`src/rtl/i2c_cfg_target_if.sv`:
```
// I2C pad levels plus the register-write strobe bus of the configuration target.
// Pure wiring: no latency; the strobe side has no backpressure.
interface i2c_cfg_target_if #(
  parameter int ADDR_W = 8
);
  logic              I2C_SCL_I;
  logic              I2C_SDA_I;
  logic              I2C_SDA_OE;
  logic              WR_STB;
  logic [ADDR_W-1:0] WR_ADDR;
  logic [7:0]        WR_DATA;
  logic              BUSY;

  modport master (
    output I2C_SCL_I, I2C_SDA_I,
    input  I2C_SDA_OE, WR_STB, WR_ADDR, WR_DATA, BUSY
  );

  modport slave (
    input  I2C_SCL_I, I2C_SDA_I,
    output I2C_SDA_OE, WR_STB, WR_ADDR, WR_DATA, BUSY
  );
endinterface

```
`src/rtl/i2c_cfg_target.sv`:
```
// I2C target with a 2**ADDR_W byte register file, oversampled on iCLK; pad-to-event latency 2+FILTER_LEN cycles.
// WR_STB follows the 8th data bit by one cycle; no clock stretching, so the host must take every strobe.
module i2c_cfg_target #(
  parameter logic [6:0] DEV_ADDR   = 7'h39,
  parameter int         ADDR_W     = 8,
  parameter int         FILTER_LEN = 3
) (
  input logic            iCLK,
  input logic            iRST_N,
  i2c_cfg_target_if.slave bus
);
  localparam int DEPTH = 2 ** ADDR_W;
  localparam int CNT_W = (FILTER_LEN > 1) ? $clog2(FILTER_LEN) : 1;

  typedef enum logic [2:0] {IDLE, ADDR, ACK, REG, WDATA, RDATA, MACK, IGNORE} state_t;

  // Index 0 is SCL, index 1 is SDA.
  logic [1:0]       pad;
  logic [1:0]       s1_q, s2_q, filt_q, filt_d, rise_q, rise_d, fall_q, fall_d;
  logic [CNT_W-1:0] cnt_q [2];
  logic [CNT_W-1:0] cnt_d [2];

  state_t            state_q, state_d, ret_q, ret_d;
  logic [3:0]        bit_cnt_q, bit_cnt_d;
  logic [7:0]        sh_q, sh_d, byte_in;
  logic [ADDR_W-1:0] ptr_q, ptr_d, wr_addr_q, wr_addr_d;
  logic [7:0]        wr_data_q, wr_data_d;
  logic              oe_q, oe_d, busy_q, busy_d, ack_drv_q, ack_drv_d, wr_stb_q, wr_stb_d;
  logic              mem_we;
  logic [7:0]        mem_q [DEPTH];

  logic scl_rise, scl_fall, start_ev, stop_ev;

  assign pad      = {bus.I2C_SDA_I, bus.I2C_SCL_I};
  assign scl_rise = rise_q[0];
  assign scl_fall = fall_q[0];
  assign start_ev = fall_q[1] & filt_q[0];
  assign stop_ev  = rise_q[1] & filt_q[0];
  assign byte_in  = {sh_q[6:0], filt_q[1]};

  always_comb begin
    for (int i = 0; i < 2; i++) begin
      filt_d[i] = filt_q[i];
      rise_d[i] = 1'b0;
      fall_d[i] = 1'b0;
      cnt_d[i]  = '0;
      if (s2_q[i] != filt_q[i]) begin
        if (cnt_q[i] == CNT_W'(FILTER_LEN - 1)) begin
          filt_d[i] = s2_q[i];
          rise_d[i] = s2_q[i];
          fall_d[i] = ~s2_q[i];
        end else begin
          cnt_d[i] = cnt_q[i] + 1'b1;
        end
      end
    end
  end

  always_comb begin
    state_d   = state_q;
    ret_d     = ret_q;
    bit_cnt_d = bit_cnt_q;
    sh_d      = sh_q;
    ptr_d     = ptr_q;
    oe_d      = oe_q;
    busy_d    = busy_q;
    ack_drv_d = ack_drv_q;
    wr_stb_d  = 1'b0;
    wr_addr_d = wr_addr_q;
    wr_data_d = wr_data_q;
    mem_we    = 1'b0;
    if (start_ev) begin
      state_d   = ADDR;
      bit_cnt_d = '0;
      oe_d      = 1'b0;
      ack_drv_d = 1'b0;
    end else if (stop_ev) begin
      state_d   = IDLE;
      oe_d      = 1'b0;
      busy_d    = 1'b0;
      ack_drv_d = 1'b0;
    end else begin
      case (state_q)
        ADDR, REG, WDATA: begin
          if (scl_rise) begin
            sh_d      = byte_in;
            bit_cnt_d = bit_cnt_q + 4'd1;
            if (bit_cnt_q == 4'd7) begin
              bit_cnt_d = '0;
              state_d   = ACK;
              ret_d     = WDATA;
              case (state_q)
                ADDR: begin
                  if (byte_in[7:1] == DEV_ADDR) begin
                    busy_d = 1'b1;
                    ret_d  = byte_in[0] ? RDATA : REG;
                  end else begin
                    busy_d  = 1'b0;
                    state_d = IGNORE;
                  end
                end
                REG: ptr_d = byte_in[ADDR_W-1:0];
                default: begin
                  mem_we    = 1'b1;
                  wr_stb_d  = 1'b1;
                  wr_addr_d = ptr_q;
                  wr_data_d = byte_in;
                  ptr_d     = ptr_q + 1'b1;
                end
              endcase
            end
          end
        end
        ACK: begin
          if (scl_fall) begin
            if (!ack_drv_q) begin
              oe_d      = 1'b1;
              ack_drv_d = 1'b1;
            end else begin
              oe_d      = 1'b0;
              ack_drv_d = 1'b0;
              state_d   = ret_q;
              // The fall that ends the ACK slot also presents the first read bit.
              if (ret_q == RDATA) begin
                oe_d = ~mem_q[ptr_q][7];
                sh_d = {mem_q[ptr_q][6:0], 1'b0};
              end
            end
          end
        end
        RDATA: begin
          if (scl_rise) begin
            bit_cnt_d = bit_cnt_q + 4'd1;
          end else if (scl_fall) begin
            if (bit_cnt_q == 4'd8) begin
              oe_d      = 1'b0;
              ptr_d     = ptr_q + 1'b1;
              bit_cnt_d = '0;
              state_d   = MACK;
            end else begin
              oe_d = ~sh_q[7];
              sh_d = {sh_q[6:0], 1'b0};
            end
          end
        end
        MACK: begin
          if (scl_rise) begin
            if (!filt_q[1]) begin
              state_d   = RDATA;
              sh_d      = mem_q[ptr_q];
              bit_cnt_d = '0;
            end else begin
              state_d = IGNORE;
            end
          end
        end
        default: ;
      endcase
    end
  end

  always_ff @(posedge iCLK or negedge iRST_N) begin
    if (!iRST_N) begin
      s1_q      <= 2'b11;
      s2_q      <= 2'b11;
      filt_q    <= 2'b11;
      rise_q    <= '0;
      fall_q    <= '0;
      for (int i = 0; i < 2; i++) cnt_q[i] <= '0;
      state_q   <= IDLE;
      ret_q     <= IDLE;
      bit_cnt_q <= '0;
      sh_q      <= '0;
      ptr_q     <= '0;
      oe_q      <= 1'b0;
      busy_q    <= 1'b0;
      ack_drv_q <= 1'b0;
      wr_stb_q  <= 1'b0;
      wr_addr_q <= '0;
      wr_data_q <= '0;
      for (int i = 0; i < DEPTH; i++) mem_q[i] <= '0;
    end else begin
      s1_q      <= pad;
      s2_q      <= s1_q;
      filt_q    <= filt_d;
      rise_q    <= rise_d;
      fall_q    <= fall_d;
      for (int i = 0; i < 2; i++) cnt_q[i] <= cnt_d[i];
      state_q   <= state_d;
      ret_q     <= ret_d;
      bit_cnt_q <= bit_cnt_d;
      sh_q      <= sh_d;
      ptr_q     <= ptr_d;
      oe_q      <= oe_d;
      busy_q    <= busy_d;
      ack_drv_q <= ack_drv_d;
      wr_stb_q  <= wr_stb_d;
      wr_addr_q <= wr_addr_d;
      wr_data_q <= wr_data_d;
      if (mem_we) mem_q[ptr_q] <= byte_in;
    end
  end

  assign bus.I2C_SDA_OE = oe_q;
  assign bus.WR_STB     = wr_stb_q;
  assign bus.WR_ADDR    = wr_addr_q;
  assign bus.WR_DATA    = wr_data_q;
  assign bus.BUSY       = busy_q;
endmodule

```
`src/flat_wrapper.sv`:
```
// flat-port wrapper written by rule: the top's interface ports become plain ports
module i2c_cfg_target_flat 
#(
  parameter logic [6:0] DEV_ADDR   = 7'h39,
  parameter int         ADDR_W     = 8,
  parameter int         FILTER_LEN = 3
)
  (iCLK, iRST_N, bus_I2C_SCL_I, bus_I2C_SDA_I, bus_I2C_SDA_OE, bus_WR_STB, bus_WR_ADDR, bus_WR_DATA, bus_BUSY);
  i2c_cfg_target_if #(.ADDR_W(ADDR_W)) bus_i ();
  input logic iCLK;
  input logic iRST_N;
  input wire logic [$bits(bus_i.I2C_SCL_I)-1:0] bus_I2C_SCL_I;
  input wire logic [$bits(bus_i.I2C_SDA_I)-1:0] bus_I2C_SDA_I;
  output wire logic [$bits(bus_i.I2C_SDA_OE)-1:0] bus_I2C_SDA_OE;
  output wire logic [$bits(bus_i.WR_STB)-1:0] bus_WR_STB;
  output wire logic [$bits(bus_i.WR_ADDR)-1:0] bus_WR_ADDR;
  output wire logic [$bits(bus_i.WR_DATA)-1:0] bus_WR_DATA;
  output wire logic [$bits(bus_i.BUSY)-1:0] bus_BUSY;
  assign bus_i.I2C_SCL_I = bus_I2C_SCL_I;
  assign bus_i.I2C_SDA_I = bus_I2C_SDA_I;
  assign bus_I2C_SDA_OE = bus_i.I2C_SDA_OE;
  assign bus_WR_STB = bus_i.WR_STB;
  assign bus_WR_ADDR = bus_i.WR_ADDR;
  assign bus_WR_DATA = bus_i.WR_DATA;
  assign bus_BUSY = bus_i.BUSY;
  i2c_cfg_target #(.DEV_ADDR(DEV_ADDR), .ADDR_W(ADDR_W), .FILTER_LEN(FILTER_LEN)) u_core (.iCLK(iCLK), .iRST_N(iRST_N), .bus(bus_i));
endmodule
```
`config.mk`:
```
export PLATFORM = sky130hd
export DESIGN_NAME = i2c_cfg_target_flat
export DESIGN_NICKNAME = d
export VERILOG_FILES = /design/src/rtl/i2c_cfg_target_if.sv /design/src/rtl/i2c_cfg_target.sv /design/src/flat_wrapper.sv
export SDC_FILE = /design/constraint.sdc
export NUM_CORES = 2
export LEC_CHECK = 0
export CORE_MARGIN = 2
export CORE_UTILIZATION = 65
export CTS_BUF_LIST = sky130_fd_sc_hd__clkbuf_8
export CTS_CLUSTER_DIAMETER = 120
export DETAILED_ROUTE_END_ITERATION = 10
export GPL_ROUTABILITY_DRIVEN = 0
export HOLD_SLACK_MARGIN = 0.12
export PLACE_DENSITY = 0.81
export SLEW_MARGIN = 10
export SYNTH_ARGS = -nofsm -noshare
export SYNTH_HDL_FRONTEND = slang
export SYNTH_SLANG_ARGS = --single-unit
```
`constraint.sdc`:
```
create_clock -name iCLK -period 3.8 [get_ports iCLK]
set_input_delay 0.38 -clock iCLK [delete_from_list [all_inputs] [get_ports iCLK]]
set_output_delay 0.38 -clock iCLK [all_outputs]
set_load 0.005 [all_outputs]
```
# After elaboration in Yosys (flattened, before gate mapping)

Cells that the tools add are included.

Logic and storage cells: 444
Output and inout bits: 19
Input port bits: 4
Flip-flop bits (word level): 2108

Reductions and logical operators: 25
$lt $le $gt $ge: 2
Multiplexer cells: 88
Equal/unequal tests: 40
Add/subtract/negate cells: 4
Bitwise logic cells: 10

Operators by type and width:

| cell                  | number |
|---|---|
| $bwmux W2048          | 1 |
| $mux W8               | 17 |
| $bmux W8 S8           | 1 |
| $demux W8 S8          | 1 |
| $mux W3               | 15 |
| $mux W4               | 9 |
| $ne A4 B1 Y1 const B  | 9 |
| $mux W1               | 33 |
| $pmux W8 S2           | 2 |
| $pmux W8 S4           | 1 |
| $ne A2 B1 Y1 const B  | 9 |
| $reduce_and A9 Y1     | 2 |
| $eq A3 B3 Y1 const B  | 4 |
| $pmux W3 S4           | 1 |
| $pmux W4 S3           | 1 |
| $reduce_and A12 Y1    | 1 |
| $reduce_bool A4 Y1    | 3 |
| $mux W2               | 5 |
| $reduce_and A5 Y1     | 2 |
| $reduce_bool A2 Y1    | 5 |
| $ge A9 B9 Y1 const B  | 1 |
| $lt A9 B1 Y1 const B  | 1 |
| $not A8 Y9            | 1 |
| $add A8 B1 Y8 const B | 1 |
| other kinds (25)      | 43 |

# Longest topological paths before layout

Depth in word-level cells: 11
Gate-level depth with buffers: 16
Depth with buffers taken out: 11

# Worst setup path before layout

Ideal clock, no wire load.

Path type: register to register
From: register u_core.ptr_q[1]
To: register u_core.mem_q[312] (netlist bit)
Required time: 3.675 ns
Buffers on the path: 8
Data arrival time: 3.207 ns
Library setup time: 0.125 ns
Period minus slack after synthesis: 3.332 ns
Slack: 0.468 ns
Stages on the path, launching flop included: 15
Cells stage by stage: dfrtp_1 buf_2 buf_2 buf_4 buf_2 buf_4 buf_2 inv_1 ha_1 clkbuf_1 nand3b_1 or2_2 clkbuf_1 nor2_1 mux2_2

Word-level cells in the longest chain between the ends: 6
Elaborated cells on any way between the ends: 7
Those cells by class: order compare (2); mux (3); bitwise (1); reduce/logical (1)

RTL lines:

| what                                                                      | line                  | source |
|---|---|---|
| start, declared                                                           | i2c_cfg_target.sv:26  | `logic [ADDR_W-1:0] ptr_q, ptr_d, wr_addr_q, wr_addr_d;` |
| start signal, assigned                                                    | i2c_cfg_target.sv:193 | `ptr_q <= ptr_d;` |
| $not A8 Y9 (not written as such) *                                        | i2c_cfg_target.sv:200 | `if (mem_we) mem_q[ptr_q] <= byte_in;` |
| $ge A9 B9 Y1 (not written as such) / $lt A9 B1 Y1 (equally long branches) | i2c_cfg_target.sv:200 |  |
| $logic_and A1 B1 Y1 (not written as such)                                 | i2c_cfg_target.sv:200 |  |
| $mux W8 (not written as such)                                             | i2c_cfg_target.sv:200 |  |
| $demux W8 S8 *                                                            | i2c_cfg_target.sv:200 |  |
| $bwmux W2048 *                                                            | i2c_cfg_target.sv:200 |  |
| end signal, assigned by index                                             | i2c_cfg_target.sv:200 |  |
| end, declared                                                             | i2c_cfg_target.sv:30  | `logic [7:0] mem_q [DEPTH];` |

Every way passes the cells marked *; elsewhere a longest branch is shown, timed or not.
A chain may end at the register's enable or synchronous reset.

# Worst setup path in the final report

From: register u_core.ptr_q[0]
To: register u_core.sh_q[4]

Word-level cells in the longest chain between the ends: 8
Elaborated cells on any way between the ends: 10
Those cells by class: mux (9); bitwise (1)

RTL lines:

| what                                         | line                                         | source |
|---|---|---|
| $not A8 Y9 (not written as such) *           | i2c_cfg_target.sv:126, i2c_cfg_target.sv:150 |  |
| $bmux W8 S8 *                                | i2c_cfg_target.sv:126, i2c_cfg_target.sv:150 |  |
| $mux W8 (not written as such) * (2 in a row) | i2c_cfg_target.sv:150                        | `sh_d = mem_q[ptr_q];` |
| $mux W8                                      | i2c_cfg_target.sv:124                        | `if (ret_q == RDATA) begin` |
| $mux W8                                      | i2c_cfg_target.sv:116                        | `if (!ack_drv_q) begin` |
| $mux W8                                      | i2c_cfg_target.sv:115                        | `if (scl_fall) begin` |
| $pmux W8 S4 *                                | i2c_cfg_target.sv:83                         | `case (state_q)` |
| end signal, assigned                         | i2c_cfg_target.sv:173                        | `sh_q <= '0;` |
| end signal, assigned                         | i2c_cfg_target.sv:192                        | `sh_q <= sh_d;` |
| end, declared                                | i2c_cfg_target.sv:25                         | `logic [7:0] sh_q, sh_d, byte_in;` |

Every way passes the cells marked *; elsewhere a longest branch is shown, timed or not. The select of a mux whose other input is x is not followed.

==> results list <==
- A synthesized cell averages 14.9 um^2.
- The share of synthesized area in the top cell type comes to 0.547.
- The clock passes through at most 4 buffers.
* Number of max-capacitance violations reported: 0
- Data on the critical path is required at its endpoint by 4.76 ns.
- Cell type of the slowest stage on the worst timing path: sky130_fd_sc_hd__a221oi_1
- Yosys printed 0 warnings.
- In the final layout, the share of cells above drive strength 1 is 0.491.
- Power density over the cells: 535 mW/mm^2
- CP dominant cell by count: sky130_fd_sc_hd__buf_4
- For the worst setup path, the data arrival time is 4.80 ns.
- Largest net degree at the start of global routing: 193
* Final Total Pwr: 57.5 mW
* Detailed Route Iter0 Violations: 6540
- Leakage component of the power: 52.6 nW
- In the finished design, the share of the clock period the worst path needs comes to 1.01.
* Die Y: 389 um
- Nature of the critical path startpoint: flip-flop
* List of cells traversed by the critical path: buf_4 -> buf_12 -> buf_4 -> nor2b_4 -> buf_12 -> a221oi_1 -> a21oi_1 -> buf_4 -> a31oi_1 -> or3_1 -> o211ai_1 -> o211ai_1
* Count of cell types in the netlist: 78
* Total number of clock tree sinks: 2108
- The worst setup path is captured at a flip-flop.
- The number of hold violations in the final report is 0.
- Final critical-path required period: 3.84 ns
- Buffers placed on the I/O ports in this run total 22.
- The final reports fail on setup timing.
- After detailed routing, the number of vias per cell comes to 6.84.
- The worst pin sits at a relative slew slack of 0.213.
- Max-slew violation count: 0
- At the pin with the least slew margin, the transition time is 1.17 ns.
* VDD IR-drop max: 647 uV
- For this run, the total global-route usage over all layers was measured as 0.356.
- Cell type with the highest aggregate area in the netlist: sky130_fd_sc_hd__dfrtp_1
- The first TritonRoute pass finished after 8 iterations.
- TritonCTS built the clock tree.
* Count of filler cells inserted in the layout: 9006
* Estimated wirelength of the detail-placed design: 168 mm
- Final core area utilization: 0.730
- Yosys attributes the largest share of cell area to sky130_fd_sc_hd__dfrtp_1 55%, sky130_fd_sc_hd__mux2_2 24%, sky130_fd_sc_hd__mux4_2 10%.
- Biggest cell delay along the critical path: 0.66 ns
* Number of clock buffers inserted by TritonCTS: 347
- For this run, design rule violations remaining after detail routing come to 0.
- After layout, the worst setup slack is -0.0404 ns.
- Die area: 0.151 mm^2
- Number of endpoints failing setup at the final stage: 2
- The library cells used most frequently in the layout, excluding fill and tap cells, are 2090 x sky130_fd_sc_hd__dfrtp_1, 2027 x sky130_fd_sc_hd__mux2_2, 449 x sky130_fd_sc_hd__clkbuf_8.
- Measured along the x axis, the die boundary spans 389 um.
- The run finished, with violations left.
- Category of the critical setup timing path: flip-flop to flip-flop
* Routed via count: 61300
* Aggregate negative setup slack: -0.0801 ns
- Total grt overflow: 0
- In the synthesized netlist the async set-or-reset flop fraction comes to 1.00.
* #FFs+latches synth: 2108
* Core ar.: 0.147 mm^2
- Post-placement worst setup slack: -0.229 ns
* Net count of the finished layout: 6785
* Summed instance area of the synthesized netlist: 0.0962 mm^2
- Hold WC Path Type: input pin to asynchronous set/reset pin
- The final layout contains routed wiring with a total length of 265 mm.
- Clock tree skew after final layout: 0.0840 ns
- Buffer type at the clock tree root: sky130_fd_sc_hd__clkbuf_8
- Standard-cell row count: 141
* Commonest non-fill, non-tap cell in the layout: sky130_fd_sc_hd__dfrtp_1
- The initial antenna violation count came to 11.
- Share of synthesized area occupied by flip-flops and latches: 0.549
- Hold timing on the final database bottoms out at a slack of 0.224 ns.
- Area delta synth->final: 11.9%
- In this run the count of I/O pins placed on the die edge is 23.
- The number of global-route vias before repair was 63500.
- Most instantiated flip-flop cell in the synthesis netlist: sky130_fd_sc_hd__dfrtp_1
- After detailed routing, the average wire length per cell comes to 29.5 um.
- Starting density of the core: 0.653
* Number of H-tree branching levels: 5
- Net Count, Synth: 6473
* Number of standard cells after synthesis: 6463
- Setup repair after global routing could not meet its margin everywhere.
- In this run, synthesis inferred 0 flip-flops with an integrated enable.
* Global-route wire length before repair: 403 mm
- The later pin in the worst-skew pair is clocked with a latency of 1.08 ns.
- Clock input transition at the sequential cells of the worst setup and hold paths: 0.07 ns
- Largest fanout on the critical path: 26
* Count of antenna-violating nets left after detailed routing: 0
- Static timing analysis puts the maximum clock frequency at 260 MHz.
-- state kept, by name, summed over array words and instances (netlist names) --
signal	cells
u_core.bus.WR_ADDR	8
u_core.cnt_q	4
u_core.sh_q	8
u_core.bus.I2C_SDA_OE	1
u_core.bus.WR_DATA	8
u_core.rise_q	2
u_core.ack_drv_q	1
u_core.bus.WR_STB	1
u_core.bit_cnt_q	4
u_core.mem_q	2048
u_core.fall_q	2
u_core.ptr_q	8
u_core.bus.BUSY	1
u_core.filt_q	2
u_core.s1_q	2
u_core.ret_q	3
u_core.s2_q	2
u_core.state_q	3
-- through the flow --
| stage | std cells | area (um^2) |
|---|---|---|
| after floorplan | 6463 | 96200 |
| after global placement | 8345 | 101000 |
| after detailed placement | 8345 | 101000 |
| after CTS | 8947 | 108000 |
| after global routing | 8951 | 108000 |
| final | 8956 | 108000 |
-- logic make-up after synthesis --
| group | after synthesis | share of synthesized area |
|---|---|---|
| and+or+nand+nor | 775 | 0.0375 |
| adders and majority gates | 6 | 0.000781 |
| muxes | 2673 | 0.362 |
| xor gates and xnor gates | 1 | 0.0000911 |
| buffers and inverters | 495 | 0.0230 |
| AOI/OAI and AO/OA | 405 | 0.0285 |
| DFF | 2108 | 0.549 |
-- final cells by class --
type	count	area (um^2)	area share
timing repair buffer	443	4130	0.0383
antenna	7	17.5	0.000163
multi-input combinational	3860	41300	0.384
clock inverter	144	672	0.00624
clock buffer	449	6180	0.0574
sequential	2108	52800	0.491
inverter	15	57.6	0.000535
tap	1930	2410	0.0224
-- critical path, delay by kind of cell, from the launching register on --
| family | cells | cell delay [ns] |
|---|---|---|
| simple gates | 2 | 0.29 |
| compound gates | 5 | 1.66 |
| buf+inv | 5 | 1.24 |
| flops | 1 | 0.51 |
-- routing by layer --
metal | global-route usage | up-vias | wire length (um)
met3 | 0.102 | 740 | 27600
met5 | 0.00159 | - | 53
li1 | - | 24700 | -
met2 | 0.516 | 3184 | 118000
met4 | 0.154 | 8 | 12100
met1 | 0.506 | 32600 | 107000
-- power breakdown --
group          internal (mW)  switching, mW
clock                   10.7           9.01
sequential              22.6          0.765
combinational           4.51           9.89
total                   37.9           19.7
-- path summary, 6_finish.rpt --
| kind | from | endpoint | slack, ns | cells past startpoint |
|---|---|---|---|---|
| min in group iCLK | bus_I2C_SDA_I | u_core.s1_q[1]$_DFF_PN1_ | 0.29 | 2 |
| hold reg to reg | u_core.s1_q[0]$_DFF_PN1_ | u_core.s2_q[0]$_DFF_PN1_ | 0.36 | 0 |
| setup / recovery | u_core.ptr_q[0]$_DFFE_PN0P_ | u_core.sh_q[4]$_DFFE_PN0P_ | -0.04 | 12 |
| max in group asynchronous | iRST_N | u_core.mem_q[402]$_DFFE_PN0P_ | 2.62 | 4 |
| hold / removal | iRST_N | u_core.mem_q[1582]$_DFFE_PN0P_ | 0.22 | 3 |
| setup reg to reg | u_core.ptr_q[0]$_DFFE_PN0P_ | u_core.sh_q[4]$_DFFE_PN0P_ | -0.04 | 12 |
-- timing repair --
item,4_1_cts,5_1_grt
buffers inserted,5,2
setup endpoints to repair,4,7
gates resized for setup,1,7
endpoints found under the hold margin,1654,0
hold buffers,4,0
-- synthesized netlist by cell type (11+ instances only) --
master	instances
sky130_fd_sc_hd__nand4_1	31
sky130_fd_sc_hd__inv_1	12
sky130_fd_sc_hd__a211oi_1	15
sky130_fd_sc_hd__o22ai_1	37
sky130_fd_sc_hd__nor2_2	21
sky130_fd_sc_hd__clkbuf_1	320
sky130_fd_sc_hd__buf_1	11
sky130_fd_sc_hd__buf_4	27
sky130_fd_sc_hd__and3_1	32
sky130_fd_sc_hd__mux4_2	438
sky130_fd_sc_hd__mux2_2	2027
sky130_fd_sc_hd__a221oi_1	29
sky130_fd_sc_hd__a22oi_1	78
sky130_fd_sc_hd__mux2i_1	207
sky130_fd_sc_hd__a31oi_1	20
sky130_fd_sc_hd__nand2_1	302
sky130_fd_sc_hd__a21oi_1	58
sky130_fd_sc_hd__nand3_1	117
sky130_fd_sc_hd__dfrtp_1	2102
sky130_fd_sc_hd__nor2_1	165
sky130_fd_sc_hd__buf_2	108
sky130_fd_sc_hd__nor3_1	29
sky130_fd_sc_hd__a22o_1	21
sky130_fd_sc_hd__o21ai_0	89
sky130_fd_sc_hd__nand2b_1	11
sky130_fd_sc_hd__buf_6	13
sky130_fd_sc_hd__nor2b_1	12
No activity file was read; power rests on OpenSTA's default activity.
